`src/rtl/mem_arbiter.sv`:
```
// -----------------------------------------------------------------------------
// mem_arbiter
//
// Two-port arbiter in front of a single-port byte memory with a 1-cycle
// registered read. Serves one single-byte transaction at a time. When both
// ports request together, the port not served last wins (round-robin).
// Port 0 is the cpu; port 1 is the loader/debug master.
//
// Every output is registered. A transaction's completion is presented in the
// IDLE cycle that follows its last working state. The done pulse, read data
// and (for writes) the mem_write strobe all appear together in that cycle.
// Counted from the IDLE cycle in which the grant is made, a read completes
// 3 cycles later and a write 2 cycles later.
//
// Ports
//   clk            in   single clock, rising edge
//   reset          in   asynchronous, active-low reset
//   req0/req1      in   request pending (held until done)
//   we0/we1        in   1 = write, 0 = read
//   addr0/addr1    in   byte address [addr_width-1:0]
//   wdata0/wdata1  in   write byte
//   done0/done1    out  one-cycle completion pulse
//   rdata0/rdata1  out  read byte, holds between reads of that port
//   mem_raddr      out  memory read address
//   mem_waddr      out  memory write address
//   mem_data_in    out  byte written to memory
//   mem_write      out  one-cycle memory write strobe
//   mem_data_out   in   byte read from memory (valid one cycle after raddr)
//   busy           out  high whenever the FSM is not in IDLE
// -----------------------------------------------------------------------------
module mem_arbiter #(
    parameter int addr_width = 9
) (
    input  logic                  clk,
    input  logic                  reset,

    input  logic                  req0,
    input  logic                  we0,
    input  logic [addr_width-1:0] addr0,
    input  logic [7:0]            wdata0,
    output logic                  done0,
    output logic [7:0]            rdata0,

    input  logic                  req1,
    input  logic                  we1,
    input  logic [addr_width-1:0] addr1,
    input  logic [7:0]            wdata1,
    output logic                  done1,
    output logic [7:0]            rdata1,

    output logic [addr_width-1:0] mem_raddr,
    output logic [addr_width-1:0] mem_waddr,
    output logic [7:0]            mem_data_in,
    output logic                  mem_write,
    input  logic [7:0]            mem_data_out,

    output logic                  busy
);

    typedef enum logic [1:0] {
        IDLE    = 2'd0,
        RD_WAIT = 2'd1,
        RD_DATA = 2'd2,
        WR      = 2'd3
    } state_t;

    state_t state;
    state_t state_next;

    logic                  gnt;        // port owning the current transaction
    logic                  last;       // port granted most recently
    logic                  grant_en;
    logic                  grant_sel;
    logic                  sel_we;
    logic [addr_width-1:0] sel_addr;
    logic [7:0]            sel_wdata;

    // While a done pulse is still showing, the finished requester has not yet
    // had a chance to drop its req. Granting in that cycle would serve the
    // same request twice, so the grant waits one IDLE cycle.
    assign grant_en  = (state == IDLE) && !(done0 || done1) && (req0 || req1);
    assign grant_sel = (req0 && req1) ? ~last : req1;

    assign sel_we    = grant_sel ? we1    : we0;
    assign sel_addr  = grant_sel ? addr1  : addr0;
    assign sel_wdata = grant_sel ? wdata1 : wdata0;

    assign busy = (state != IDLE);

    // ------------------------------------------------------------------
    // State register
    // ------------------------------------------------------------------
    // NOTE: sequential state uses non-blocking (<=) so every flop samples
    // the pre-edge values of the others, independent of statement order.
    always_ff @(posedge clk or negedge reset) begin
        if (!reset) begin
            state <= IDLE;
        end else begin
            state <= state_next;
        end
    end

    // ------------------------------------------------------------------
    // Next-state logic
    // ------------------------------------------------------------------
    // NOTE: defaults are assigned before the case so no path leaves
    // state_next unassigned, which would otherwise infer a latch.
    always_comb begin
        state_next = state;
        case (state)
            IDLE:    if (grant_en) state_next = sel_we ? WR : RD_WAIT;
            RD_WAIT: state_next = RD_DATA;
            RD_DATA: state_next = IDLE;
            WR:      state_next = IDLE;
            default: state_next = IDLE;
        endcase
    end

    // ------------------------------------------------------------------
    // Registered datapath and strobes
    // ------------------------------------------------------------------
    always_ff @(posedge clk or negedge reset) begin
        if (!reset) begin
            gnt         <= 1'b0;
            last        <= 1'b1;    // port 0 wins the first tie
            mem_raddr   <= '0;
            mem_waddr   <= '0;
            mem_data_in <= 8'h00;
            mem_write   <= 1'b0;
            done0       <= 1'b0;
            done1       <= 1'b0;
            rdata0      <= 8'h00;
            rdata1      <= 8'h00;
        end else begin
            // Strobes are single-cycle: cleared unless re-armed below.
            done0     <= 1'b0;
            done1     <= 1'b0;
            mem_write <= 1'b0;

            // Request inputs are sampled only here; afterwards the
            // requester's req may fall without affecting the transaction.
            if (grant_en) begin
                gnt  <= grant_sel;
                last <= grant_sel;
                if (sel_we) begin
                    mem_waddr   <= sel_addr;
                    mem_data_in <= sel_wdata;
                end else begin
                    mem_raddr   <= sel_addr;
                end
            end

            case (state)
                RD_DATA: begin
                    if (gnt) begin
                        rdata1 <= mem_data_out;
                        done1  <= 1'b1;
                    end else begin
                        rdata0 <= mem_data_out;
                        done0  <= 1'b1;
                    end
                end
                WR: begin
                    mem_write <= 1'b1;
                    if (gnt) done1 <= 1'b1;
                    else     done0 <= 1'b1;
                end
                default: ;
            endcase
        end
    end

endmodule
```
`config.mk`:
```
export PLATFORM = sky130hd
export DESIGN_NAME = mem_arbiter
export DESIGN_NICKNAME = d
export VERILOG_FILES = /design/src/rtl/mem_arbiter.sv
export SDC_FILE = /design/constraint.sdc
export NUM_CORES = 1
export LEC_CHECK = 0
export ABC_AREA = 1
export ABC_CLOCK_PERIOD_IN_PS = 1520
export CORE_MARGIN = 3
export CORE_UTILIZATION = 42
export DETAILED_ROUTE_END_ITERATION = 7
export PLACE_DENSITY = 0.91
export SKIP_CTS_REPAIR_TIMING = 1
export SLEW_MARGIN = 15
export SYNTH_ARGS = -nofsm -noshare
export SYNTH_HDL_FRONTEND = slang
export SYNTH_SLANG_ARGS = --single-unit
export TNS_END_PERCENT = 1
```
`constraint.sdc`:
```
create_clock -name clk -period 1.52 [get_ports clk]
set_input_delay 0.304 -clock clk [delete_from_list [all_inputs] [get_ports clk]]
set_output_delay 0.304 -clock clk [all_outputs]
set_load 0.02 [all_outputs]
```
## After elaboration in Yosys (flattened, before gate mapping)

Cells that the tools add are included.

- Input port bits: 48
- Output and inout bits: 46
- Register bits: 49
- Word-level logic and storage cells: 43

- Reductions and logical operators: 13
- Equality and inequality tests: 4
- Bitwise logic cells: 3
- Mux-type cells: 12

Operators with widths:

| operator | count |
|---|---|
| $mux W9 | 1 |
| $mux W8 | 1 |
| $reduce_and A2 Y1 | 4 |
| $mux W1 | 7 |
| $pmux W2 S3 | 1 |
| $eq A2 B2 Y1 const B | 2 |
| $mux W2 | 2 |
| $logic_and A1 B1 Y1 | 3 |
| $not A1 Y1 | 3 |
| $eq A2 B1 Y1 const B | 1 |
| $logic_not A2 Y1 | 1 |
| $logic_or A1 B1 Y1 | 2 |
| $ne A2 B2 Y1 const B | 1 |
| $reduce_bool A2 Y1 | 1 |
| $reduce_or A2 Y1 | 1 |
| $logic_not A1 Y1 | 1 |

## Depth between registers and ports, before layout

- Word-level depth: 6
- Gate-level depth with buffers: 8
- Gate-level depth less buffers: 7

## Worst setup path before layout

Ideal clock, no wire load.

- Kind: register to register
- Start point: reg last
- End point: reg mem_data_in[1]
- Period minus slack after synthesis: 1.310 ns
- Path buffers: 1
- Setup slack: 0.210 ns
- Library setup time: 0.117 ns
- Data arrival time: 1.193 ns
- Required time: 1.403 ns
- Stages on the path, launching flop included: 9
- Path through: dfstp_2 > nand2_1 > nand2_2 > nand2_2 > nand2_4 > nand2_4 > buf_6 > nand2_1 > nand2_1

- Cells in the longest elaborated chain, start to end: 4
- Elaborated cells on any way between the ends: 5
- Those cells by class: mux (3); bitwise (1); reduce/logical (1)

RTL lines:

| item | RTL line | source |
|---|---|---|
| start: declaration | 71 | `logic last;` |
| start signal: assignment | 144 | `last <= grant_sel;` |
| $not A1 Y1 (*) | 82 | `assign grant_sel = (req0 && req1) ? ~last : req1;` |
| $mux W1 (*) | 82 |  |
| $mux W1 | 84 | `assign sel_we = grant_sel ? we1 : we0;` |
| $reduce_and A2 Y1 (no line) | n/a |  |
| end signal: assignment | 147 | `mem_data_in <= sel_wdata;` |
| end: declaration | 53 | `output logic [7:0] mem_data_in,` |

Mark *: on every way between the ends. The rest lies on a longest branch, timed or not.
A chain may end at the register's enable or synchronous reset.

## Worst setup path after layout

- Start point: reg mem_write
- End point: out mem_write

RTL lines:

| item | RTL line | source |
|---|---|---|
| start: declaration | 54 | `output logic mem_write,` |
| start signal: assignment | 129 | `mem_write <= 1'b0;` |
| start signal: assignment | 138 | `mem_write <= 1'b0;` |
| start signal: assignment | 164 | `mem_write <= 1'b1;` |

No word-level cell between the ends.

==> run metrics <==
status=completed; largest family of logic cells by synthesized area=simple AND/OR/NAND/NOR gates; CTS tree=built; Die W=78.8 um; Port Buffers=93; post-synth top area share=0.539; CTS Buffer Depth=2; Max H-tree Level=2; post-synthesis simple-gate area fraction=0.337; top achievable clock speed=660 MHz; maxcap violations=0; worst skew pair latency=0.29 ns; Slew headroom=0.710; DR vias/cell=between 4 and 5; max-slew violation count=0; total CTS buffers=5; Worst setup SP type=flop; Setup TNS=0 ns; Clock Sinks=49; Compound-Gate Fraction of Synth Area=0.0449; Yosys cell types=17; Initial Util=0.454; nets@finish=424; Slew @ Worst Pin=approximately 0.43 ns; first-pass GRT wire length=a little over 10 mm; Final HPWL DP=4.85 mm; sequential area share after synthesis=0.551; I/O pins=94; Pre-Repair DR Iteration Count=4; Crit Path Class=flop to output port; gr usage total=0.207; CP Capture Type=output port; total core area=4910 um2; RePlAce Congestion=0.833; grt total ovfl=0; final worst slack=0.00426 ns; most frequent cells in the layout=nand2_1, dfrtp_1, clkdlybuf4s50_1; Vias=2,203; n_diodes=0; Avg Cell Area, Syn=8.35 um2; Worst path depth=1; hold slack final=0.426 ns; number of global-route vias before repair=between 2,000 and 2,500; clk slew on worst S/H paths=0.08 ns; pre-CTS setup slack=-0.195 ns; multiplexer share of the synthesized area=0; Filler cells=approximately 360; biggest area consumer among synthesized cells=dfrtp_1; Synth Area in XOR/XNOR=0; CTS root buf=clkbuf_8; Synth Area in Adders=0; Mapped Area=approximately 2200 um2; Synth area leaders=dfrtp_1, nand2_1, nand3_1; initial DRC count=151; Peak VDD IR=831 uV; CP top delay family=buffers and inverters; reg2reg path depth=7; Cells after Synth=roughly 270; initial antenna violation count=0; register area=1230 um2; CP max stage delay=0.59 ns; P_leak=2.28 nW; die area=6220 um2; Final period util=0.997; DRC=0; Setup Viol. Count Final=0; largest net degree at the start of global routing=39; worst endpoint data arrival time=about 1.2 ns; Hold/Removal Path Class=primary input to asynchronous set/reset pin; synthesized flop and latch total=49; CP max stage cell=clkdlybuf4s50_1; Tot Pwr=6.42 mW; crit path buf inv count=1; Synth Net Count=between 300 and 400; Critical Path RT=1.22 ns; synthesis-to-finish area growth=58.8%; final setup skew=roughly 0.0055 ns; RSZ-0062 raised after global routing=true; share of cells above drive strength 1=0.106; DIE HEIGHT=roughly 80 um; area of the multi-input gates=852 um2; commonest non-fill, non-tap cell in the layout=nand2_1; Routed WL per cell=~15 um; row cnt=25; post-route ant nets=0; Fin. Hold Viols=0; Critical Path Fanout Max=1; Critical Path, Cell by Cell=clkdlybuf4s50_1; pwr dens=1810 nW/um2; Final min period=1.52 ns; DRT Wirelength=6.47 mm; Ys Warns=0
==> cells in the mapped netlist <==
cell	n
a21oi_1	2
buf_2	5
buf_4	4
buf_6	3
dfrtp_1	48
dfstp_2	1
inv_1	16
nand2_1	110
nand2_2	6
nand2_4	2
nand3_1	46
nand3_2	1
nor2_1	1
nor2_2	2
nor2_4	2
o21ai_0	10
o21ai_1	8
==> where the power goes <==
group / leakage [nW] / switching (mW) / internal (mW)
combinational: 1.63 / 1.96 / 1.51
sequential: 0.614 / 0.331 / 1.90
clock: 0.0395 / 0.391 / 0.328
total: 2.28 / 2.68 / 3.74
==> cells by family (layout without fill, tap and decap cells) <==
kind of cell / count (synthesis) / count (layout)
simple gates: 170 / 170
flops: 49 / 49
compound gates: 20 / 20
buf+inv: 28 / 138
==> metal layers <==
layer / part of all wire / wire [um] / GRT usage / up-vias
met1: 0.40 / 2590 / 0.255 / 1045
met4: 0.013 / 83 / 0.0567 / 0
met5: 0 / 0 / 0 / -
met3: 0.062 / 401 / 0.0442 / 8
met2: 0.52 / 3390 / 0.368 / 81
li1: - / - / - / 1069
==> sequential cells by signal (all words and copies together), names as in the netlist <==
register / count
mem_waddr: 9
done0: 1
rdata0: 8
mem_raddr: 9
last: 1
gnt: 1
done1: 1
state: 2
mem_write: 1
rdata1: 8
mem_data_in: 8
==> final timing paths <==
| check | startpoint | to | slack, ns |
|---|---|---|---|
| max | mem_write$_DFF_PN0_ | mem_write | 0.004 |
| min | reset | mem_write$_DFF_PN0_ | 0.43 |
| max reg2reg | last$_DFFE_PN1P_ | mem_data_in[0]$_DFFE_PN0P_ | 0.07 |
| min reg2reg | gnt$_DFFE_PN0P_ | done0$_DFF_PN0_ | 0.47 |
| max in group asynchronous | reset | rdata0[0]$_DFFE_PN0P_ | 0.61 |
| min in group clk | gnt$_DFFE_PN0P_ | done0$_DFF_PN0_ | 0.47 |
==> final cells by class <==
class / count / area share
Clock buffer: 8 / 0.0226
Timing Repair Buffer: 114 / 0.349
Sequential cell: 49 / 0.347
Inverter: 16 / 0.0170
Multi-Input combinational cell: 190 / 0.241
Tap cell: 67 / 0.0237
==> metrics by stage <==
step	cell area, um2	util	cells
6_report	3540	0.721	444
5_1_grt	3540	0.721	444
4_1_cts	3420	0.696	443
3_5_place_dp	3340	0.679	435
3_3_place_gp	3340	0.679	435
2_1_floorplan	2230	-	267
Power figures use the tool's default switching activity.
